File: src/rtl/ram_burst_reader.sv
// Burst reader: streams `length` consecutive words from a single-port synchronous RAM,
// wrapping at DEPTH-1, through a 2-entry skid buffer with valid/ready back-pressure.
module ram_burst_reader #(
  parameter  int SIZE  = 8,
  parameter  int DEPTH = 256,
  localparam int AW    = $clog2(DEPTH),
  localparam int LW    = AW + 1
) (
  input  logic            clk,
  input  logic            rst,
  input  logic            start,
  input  logic [AW-1:0]   start_address,
  input  logic [LW-1:0]   length,
  output logic            busy,
  output logic            done,
  output logic [AW-1:0]   ram_address,
  output logic            ram_write_en,
  input  logic [SIZE-1:0] ram_read_data,
  output logic [SIZE-1:0] out_data,
  output logic            out_valid,
  input  logic            out_ready
);

  typedef enum logic [1:0] {IDLE, READ, DRAIN} state_t;

  state_t          state_q, state_d;
  logic            busy_q, busy_d;
  logic            done_q, done_d;
  logic            inflight_q, inflight_d;
  logic [1:0]      occ_q, occ_d;
  logic [SIZE-1:0] buf0_q, buf0_d;
  logic [SIZE-1:0] buf1_q, buf1_d;
  logic [AW-1:0]   next_addr_q, next_addr_d;
  logic [AW-1:0]   addr_hold_q, addr_hold_d;
  logic [LW-1:0]   rem_q, rem_d;
  logic [LW-1:0]   left_q, left_d;

  logic            pop;
  logic            issue;
  logic [1:0]      slot;

  always_comb begin
    pop   = (occ_q != 2'd0) && out_ready;
    // Issue only if the word it returns is guaranteed a buffer slot next cycle.
    issue = (state_q == READ) && (rem_q != '0) &&
            (({1'b0, occ_q} + {2'b0, inflight_q}) < (3'd2 + {2'b0, pop}));
    slot  = occ_q - {1'b0, pop};

    state_d     = state_q;
    busy_d      = busy_q;
    done_d      = 1'b0;
    inflight_d  = issue;
    occ_d       = occ_q + {1'b0, inflight_q} - {1'b0, pop};
    buf0_d      = buf0_q;
    buf1_d      = buf1_q;
    next_addr_d = next_addr_q;
    addr_hold_d = addr_hold_q;
    rem_d       = rem_q;
    left_d      = left_q;

    if (pop && (occ_q == 2'd2)) begin
      buf0_d = buf1_q;
    end
    if (inflight_q) begin
      if (slot == 2'd0) begin
        buf0_d = ram_read_data;
      end else begin
        buf1_d = ram_read_data;
      end
    end

    if (issue) begin
      addr_hold_d = next_addr_q;
      next_addr_d = (next_addr_q == AW'(DEPTH - 1)) ? '0 : next_addr_q + AW'(1);
      rem_d       = rem_q - LW'(1);
    end
    if (pop) begin
      left_d = left_q - LW'(1);
    end

    case (state_q)
      IDLE: begin
        if (start) begin
          if (length != '0) begin
            next_addr_d = start_address;
            rem_d       = length;
            left_d      = length;
            busy_d      = 1'b1;
            state_d     = READ;
          end else begin
            done_d = 1'b1;
          end
        end
      end
      READ: begin
        if (issue && (rem_q == LW'(1))) begin
          state_d = DRAIN;
        end
      end
      DRAIN: begin
        if (pop && (left_q == LW'(1))) begin
          state_d = IDLE;
          busy_d  = 1'b0;
          done_d  = 1'b1;
        end
      end
      default: state_d = IDLE;
    endcase
  end

  always_ff @(posedge clk) begin
    if (rst) begin
      state_q     <= IDLE;
      busy_q      <= 1'b0;
      done_q      <= 1'b0;
      inflight_q  <= 1'b0;
      occ_q       <= 2'd0;
      buf0_q      <= '0;
      buf1_q      <= '0;
      next_addr_q <= '0;
      addr_hold_q <= '0;
      rem_q       <= '0;
      left_q      <= '0;
    end else begin
      state_q     <= state_d;
      busy_q      <= busy_d;
      done_q      <= done_d;
      inflight_q  <= inflight_d;
      occ_q       <= occ_d;
      buf0_q      <= buf0_d;
      buf1_q      <= buf1_d;
      next_addr_q <= next_addr_d;
      addr_hold_q <= addr_hold_d;
      rem_q       <= rem_d;
      left_q      <= left_d;
    end
  end

  assign busy         = busy_q;
  assign done         = done_q;
  assign ram_address  = issue ? next_addr_q : addr_hold_q;
  assign ram_write_en = 1'b0;
  assign out_data     = buf0_q;
  assign out_valid    = (occ_q != 2'd0);

endmodule

File: config.mk
export PLATFORM = sky130hd
export DESIGN_NAME = ram_burst_reader
export DESIGN_NICKNAME = d
export VERILOG_FILES = /design/src/rtl/ram_burst_reader.sv
export SDC_FILE = /design/constraint.sdc
export NUM_CORES = 1
export LEC_CHECK = 0
export ABC_AREA = 1
export CORE_MARGIN = 2
export CORE_UTILIZATION = 60
export CTS_BUF_LIST = sky130_fd_sc_hd__clkbuf_8
export DETAILED_ROUTE_END_ITERATION = 7
export HOLD_SLACK_MARGIN = 0.12
export PLACE_DENSITY = 0.9
export SYNTH_ARGS = -nofsm -noshare
export SYNTH_HDL_FRONTEND = slang
export SYNTH_SLANG_ARGS = --single-unit
File: constraint.sdc
create_clock -name clk -period 4.36 [get_ports clk]
set_input_delay 0.872 -clock clk [delete_from_list [all_inputs] [get_ports clk]]
set_output_delay 0.872 -clock clk [all_outputs]
set_load 0.01 [all_outputs]
# After elaboration in Yosys (flattened, before gate mapping)
# Cells that the tools add are included.
# totals
reg_bits,57
latch_bits,0
mem_bits_rw,0
mem_bits_ro,0
out_inout_bits,20
n_memories,0
# op_classes
addsub,8
n_mul,0
div_mod_pow,0
magnitude_cmp,1
n_eq_ne,10
shifts,0
mux,30
n_bitwise,1
reduce_logical,15
# op_table
cell,count
two-way mux 8 bit,9
two-way mux 9 bit,8
"== test 9 x 1 -> 1 bit, second input constant",2
nonzero test 9 bit,2
"subtractor 9 x 1 -> 9 bit, second input constant",2
"adder 8 x 1 -> 8 bit, second input constant",1
"== test 8 bit, second input constant",1
two-way mux 2 bit,4
AND reduction 4 bit,2
logical AND 1 bit,6
two-way mux 1 bit,6
"inequality test 2 bit, second input constant",3
one-hot mux 2 bit (3 select lines),1
"== test 2 bit, second input constant",2
zero test 2 bit,2
one-hot mux 1 bit (2 select lines),2
nonzero test 2 bit,2
subtractor 2 x 1 -> 2 bit,2
adder 2 x 1 -> 3 bit,1
"adder 2 x 1 -> 3 bit, first input constant",1
< comparator 3 bit,1
adder 2 x 1 -> 2 bit,1
"== test 2 x 1 -> 1 bit, second input constant",1
"inequality test 2 x 1 -> 1 bit, second input constant",1
2 further kinds,2

# Longest topological paths before layout
# logic_depth
depth_word,9
mapped_depth,12

# Worst setup path after synthesis
# OpenSTA, ideal clock, no wires.
# synth_timing
path_type,in2out
startpoint,input port out_ready
endpoint,output port ram_address[5]
t_arrival_ns,1.571
setup_slack_ns,1.917
stages,7
n_path_buf,0
path_cell_list,nand3_1 nand2_1 nand3_4 inv_2 or2_1 o21ai_1 inv_1
# synth_via
elab_chain_cells,5
# synth_lines
item,line_no,text
start: declaration,21,input logic out_ready
logical AND 1 bit,43,pop = (occ_q != 2'd0) && out_ready;
adder 2 x 1 -> 3 bit,46,"(({1'b0, occ_q} + {2'b0, inflight_q}) < (3'd2 + {2'b0, pop}));"
< comparator 3 bit,46,
logical AND 1 bit,45,issue = (state_q == READ) && (rem_q != '0) &&
two-way mux 8 bit,141,assign ram_address = issue ? next_addr_q : addr_hold_q;
end: declaration,16,"output logic [AW-1:0] ram_address,"
# Every way passes these cells.

# Worst setup path after layout
# Same ends and word-level chain as after synthesis.

==> impl_metrics.yaml <==
power_and_ir_drop:
  internal_power_w: 0.00117
  swShare_pct: 37.1
  p_per_area_mw_per_mm2: 498
  seq_power_share_pct: 37.2
  power_frac_clock_pct: 25.5
  pwr-share-comb_pct: 37.2
  p_leak_nw: 1.71
  max-vdd-ir-drop_v: 0.000325
  switchingPower_w: 0.000690
timing:
  post-route-period-util_pct: 82.7
  hold_violations: 0
  drv_slew: 0
  fmax_mhz: 277
  whs_ps: 481
  post-route-min-period_ps: 3610
  rsz0062_at_grt: "no"
  worstMarginPinSlew_ps: 792
  slew_headroom_pct: 47.1
  fin_setup_tns_ps: 0
  setup_viol: 0
  finClkSkew_ps: 8.05
  fin_ws_ps: 753
flow_run:
  cap_violations: 0
layout:
  fillers: 368
  fin_area_sq_mm: 0.00373
  nets: 522
  fin_cells: 556
  seqCellArea_sq_mm: 0.00114
  multi_input_area_sq_mm: 0.00159
  drive_gt1_share_pct: 7.16
  num_antenna_cells: 0
  area_delta_synth_final_pct: 22.2
die:
  core_area_sq_mm: 0.00482
  initial_core_util_pct: 63.3
  die_x_microns: 75.3
  rows: 25
  dieArea_sq_mm: 0.00567
  top_level_ports: 49
  die_y_microns: 75.3
global_route:
  gr-usage-met1_pct: 32.8
  met3_usage_pct: 10.6
  grtUsageMet2_pct: 49.7
  antenna_found_initial: 0
  grt_pass1_vias: 2915
  grtUsageTotal_pct: 29.2
  grt_pass1_wl_microns: 12500
  grt.busiest_layer: "met2"
  grt_max_degree: 32
  grt.overflow.total: 0
yosys:
  synthAdderAreaFrac_pct: 3.69
  ys_top_cells_by_area: "dfxtp_1, nand2_1, inv_1"
  syn_nets: 477
  syn_inst: 439
  ys_ff_latch: 57
  synth_top_family_by_area: "simple AND/OR/NAND/NOR gates"
  synth-edff-count: 0
  synth_compound_area_share_pct: 15.3
  synth_xor_area_share_pct: 3.98
  synth.area.mux_share_pct: 0
  yosysTopAreaCell: "dfxtp_1"
  synth_simple_gate_area_share_pct: 29.1
  syn_area_per_cell_sq_um: 6.95
  synth_top_area_share_pct: 37.4
  yosysWarnings: 0
  syn_area_sq_mm: 0.00305
  ys_types: 38
  synthFlopType: "dfxtp_1"
  yosysSeqAreaShare_pct: 37.4
  async_reset_ff_share_pct: 0
clock_tree:
  cts_buffers: 9
  cts.repair.resized: 0
  cts-root-buf: "clkbuf_8"
  clockBufferDepth: 2
  cts_num_sinks: 57
  post_cts_buffers: 0
  cts_tree: "built"
  path_clk_slew_ps: 60
  clk_latency_ps: 350
  hold_buffers: 0
  htreeDepth: 3
place:
  dpl_cell_area_sq_mm: 0.00353
  dpl_worst_slack_ps: 751
  hpwl_microns: 5280
  gpl.final_weighted_congestion: 0.857
  place.port_buffers: 47
  placed_cells: 540
worst_setup_path:
  critPathCaptureType: "output port"
  required_ps: 3490
  arrival_ps: 2730
  crit_fanout: 17
  path_class: "input pin to output port"
  ff2ff_setup_slack_ps: 1920
  start_kind: "input pin"
routing:
  initialDrtViolationCount: 230
  antenna_left: 0
  drc: 0
  via_count: 3044
  wl_per_cell_microns: 13.6
  routed_wirelength_microns: 7580
  drtPass1Iterations: 5
  post_drt_via_cell_ratio: 5.47
run_status:
  status: "complete, no violations"
hold_path:
  hold_path_class: "flop to flop"
Yosys cell counts, types with 2 or more instances:
library cell   n
a21oi_1       25
nor2_1        50
or2_1          2
nor3_1         3
o21ai_1        7
nor2_4         2
or2_0          2
or2_2          3
nand2_1       96
buf_4          5
xor2_1         6
dfxtp_1       57
o21bai_1       7
nand4_1       10
clkbuf_1       5
nand2_2        3
o21ai_0       33
nand3_1       25
buf_6          2
inv_1         55
a31oi_1        8
ha_1           9
buf_2          4
xnor2_1        6
critical path, cell delays in order:
cell and delay (ps):
clkdlybuf4s50_1 510, nand3_1 110, nand2_1 120, nand3_4 80, inv_2 230, or2_1 160
o21ai_1 80, inv_1 60, clkdlybuf4s50_1 520
registers in the layout (all words and copies together), names as in the netlist:
name	count
left_q	9
next_addr_q	8
busy	1
buf1_q	8
out_data	8
addr_hold_q	8
done	1
rem_q	9
inflight_q	1
state_q	2
occ_q	2
path summary, 6_finish.rpt:
| path | from | end | depth (start not counted) |
|---|---|---|---|
| worst max-delay path | out_ready | ram_address[5] | 9 |
| worst min-delay path | addr_hold_q[6] | addr_hold_q[6] | 2 |
| worst min register to register | addr_hold_q[6] | addr_hold_q[6] | 2 |
| worst max register to register | occ_q[1] | out_data[4] | 9 |
layer usage:
layer	share of wire, %	wire length (microns)	vias up
li1	-	-	1506
met1	41	3110	1387
met2	50	3790	131
met3	6.8	513	20
met4	2.1	157	0
met5	0	0	-
layout by cell type, fill, tap and decap left out:
| master | count |
|---|---|
| nand2_1 | 96 |
| dfxtp_1 | 57 |
| inv_1 | 56 |
| nor2_1 | 50 |
| clkdlybuf4s50_1 | 47 |
| o21ai_0 | 33 |
| nand3_1 | 25 |
| a21oi_1 | 25 |
| clkbuf_8 | 13 |
| nand4_1 | 10 |
| ha_1 | 9 |
| a31oi_1 | 8 |
| o21ai_1 | 7 |
| o21bai_1 | 7 |
| xnor2_1 | 6 |
| xor2_1 | 6 |
| buf_4 | 5 |
| nand2_2 | 3 |
| or2_2 | 3 |
| nor3_1 | 3 |
| nor2_4 | 2 |
| or2_1 | 2 |
| or2_0 | 2 |
| clkinv_2 | 2 |
| nand2_4 | 1 |
| nand3_4 | 1 |
| inv_2 | 1 |
| o21ai_2 | 1 |
| nand3b_1 | 1 |
| xnor2_2 | 1 |
| a311oi_1 | 1 |
| nor3_2 | 1 |
| a211oi_2 | 1 |
| nor4_1 | 1 |
| o21a_1 | 1 |
| conb_1 | 1 |
power groups by stage:
stage                     registers, W  logic [W]  clock network [W]
after floorplan               0.000678   0.000487                  0
after global placement        0.000693   0.000650                  0
after detailed placement      0.000696   0.000679                  0
after CTS                     0.000688   0.000688           0.000477
after global routing          0.000700   0.000773           0.000501
final                         0.000691   0.000691           0.000474
metrics by stage:
| stage | power [W] | util (%) |
|---|---|---|
| floorplan | 0.00117 | - |
| global placement | 0.00134 | 73.4 |
| detailed placement | 0.00137 | 73.4 |
| CTS | 0.00185 | 77.4 |
| global route | 0.00197 | 77.4 |
| finish | 0.00186 | 77.4 |
cell families after synthesis:
family,Yosys count
AO/OA/AOI/OAI,84
AND/OR/NAND/NOR,201
XOR/XNOR,13
flip-flops,57
adder cells (fa/ha/maj),9
other,1
buffers and inverters,74
cell type report:
| class | count | area share, % |
|---|---|---|
| inverters | 56 | 5.64 |
| repair buffers | 52 | 13.6 |
| flip-flops and latches | 57 | 30.6 |
| clock buffers | 13 | 4.80 |
| clock inverters | 3 | 0.369 |
| multi-input cells | 308 | 42.7 |
| well taps | 67 | 2.25 |
(Power assumes the default switching activity.)
==> RTL change (same flow settings) <==
Take the reset off `buf0_q`, `buf1_q`, `next_addr_q` and `addr_hold_q` and load them in a clocked block of their own.
--- a/src/rtl/ram_burst_reader.sv
+++ b/src/rtl/ram_burst_reader.sv
@@ -116,8 +116,4 @@
       inflight_q  <= 1'b0;
       occ_q       <= 2'd0;
-      buf0_q      <= '0;
-      buf1_q      <= '0;
-      next_addr_q <= '0;
-      addr_hold_q <= '0;
       rem_q       <= '0;
       left_q      <= '0;
@@ -128,11 +124,14 @@
       inflight_q  <= inflight_d;
       occ_q       <= occ_d;
-      buf0_q      <= buf0_d;
-      buf1_q      <= buf1_d;
-      next_addr_q <= next_addr_d;
-      addr_hold_q <= addr_hold_d;
       rem_q       <= rem_d;
       left_q      <= left_d;
     end
+  end
+
+  always_ff @(posedge clk) begin
+    buf0_q      <= buf0_d;
+    buf1_q      <= buf1_d;
+    next_addr_q <= next_addr_d;
+    addr_hold_q <= addr_hold_d;
   end
 
Check against the original RTL: differs if rst is asserted again (counterexample within 4 cycles, from zero or initial values and one cycle with rst high); with rst held inactive, the same outputs for 10 cycles.
==> RTL change against the original RTL <==
  * Count of clock-buffer cells in the layout shrank 2
  * Die area shrank 3.5%
  * Clock power grew 44%
  * Total power grew 20%
  * Worst setup slack gained 14 ps
  * Wire length shrank 8.7%
  * Synthesized area shrank 3.7%
  * Synthesized cell count shrank 6.6%
  * Sequential cell count is the same
  * Cell area shrank 0.57%
  * First-iteration DRC count grew 28%
  * Largest power group is now combinational cells
  * Highest routed layer unchanged
==> RTL change: results (changes against the original RTL) <==
slowest stage delay, CP 540 ps (+20 ps); achievable frequency 0.278 GHz (+0.39%); initial drt markers 295 (+28%); ranking of synthesized cells by area dfxtp_1, nand2_1, edfxtp_1; post-synthesis sequential area ratio 41.6% (+4.2 points); Post-DP HPWL 4830 µm (-8.5%); drt first pass iters 4 (-1); critical hold path startpoint addr_hold_q[0]$_DFF_P_; number of distinct library cells after synthesis 32 (-16%); H-tree levels 3 (unchanged); Reg2Reg Setup Slack 2000 ps (+80 ps); met3 WL 406 µm (-21%); Switching Share 32.9% (-4.2 points); initial antenna violation count 0 (unchanged); Synth top area share 33.4% (-4.0 points); worst r2r dst buf1_q[1]$_DFFE_PP_; Inverters 47 (-16%); Post-synth EDFFs 8 (+8); pin count of the biggest net entering global routing 29 (-9.4%); fraction of area in non-clock buffers 13.3% (-0.33 points); Vias 2763 (-9.2%); met2 usage 47.0% (-2.6 points); DRT met1 WL 2890 µm (-7.0%); nets 495 (-5.2%); Buffers excl. clock 50 (-3.8%); clkbuf count 11 (-2); relative slew slack 51.0% (+3.8 points); P_leak 1.70 nW (-0.35%); Post-synth top cells nand2_1, dfxtp_1, inv_1, nor2_1, nand3_1; CP arrival 2720 ps (about the same); worst-path fanout max 15 (-2); GPL Wtd Cong 0.871 (+1.6%); gr usage total 27.4% (-1.8 points); Seq cells 57 (unchanged); hold endpoint addr_hold_q[0]$_DFF_P_; layout cells sized above 1 8.23% (+1.1 points); register share of the cell area 33.0% (+2.3 points); worst r2r path cells 8 (-1); Post-Syn Nets 448 (-6.1%); Hold Path Depth 2 (unchanged); Multi-In Gates 292 (-5.2%); M1 GR Usage 32.3% (-0.48 points); met3 global-route usage 5.83% (-4.8 points); Post-Route WL 6920 µm (-8.7%); Fill cells 341 (-7.3%); area of the multi-input gates 1460 µm² (-8.6%); DR WL met2 3450 µm (-9.2%); first-pass GRT wire length 11300 µm (-9.5%); crit path to ram_address[0]; vias in the first global route 2543 (-13%); Clock Path Buffers 2 (unchanged); Worst VDD drop 0.410 mV (+26%); pre-CTS setup slack 778 ps (+27.1 ps); Post-Route Skew 4.66 ps (-3.39 ps); outcome finished clean; clk cell area share 7.46% (+2.3 points)
## RTL change: through the flow
stage / utilization (%) / instance area (µm²) / hold WS, ps / instances
4_1_cts: 78.5 / 3710 / 459 / 529
3_5_place_dp: 72.6 / 3430 / 439 / 513
5_1_grt: 78.5 / 3710 / 487 / 529
6_report: 78.5 / 3710 / 462 / 529
2_1_floorplan: - / 2940 / 450 / 410
3_3_place_gp: 72.6 / 3430 / 435 / 513
## RTL change: cells by family after synthesis
kind of cell	synth area share, %
xor gates and xnor gates	2.98
buffers and inverters	8.90
adders and majority gates	3.83
and+or+nand+nor	32.2
other	0.128
AOI/OAI and AO/OA	10.3
DFF	41.6
## RTL change: power by group through the flow
| stage | logic [mW] | clock network, mW | registers [mW] |
|---|---|---|---|
| after CTS | 0.773 | 0.687 | 0.766 |
| after detailed placement | 0.764 | 0 | 0.775 |
| after floorplan | 0.486 | 0 | 0.768 |
| final | 0.773 | 0.683 | 0.767 |
| after global placement | 0.736 | 0 | 0.770 |
| after global routing | 0.864 | 0.707 | 0.784 |
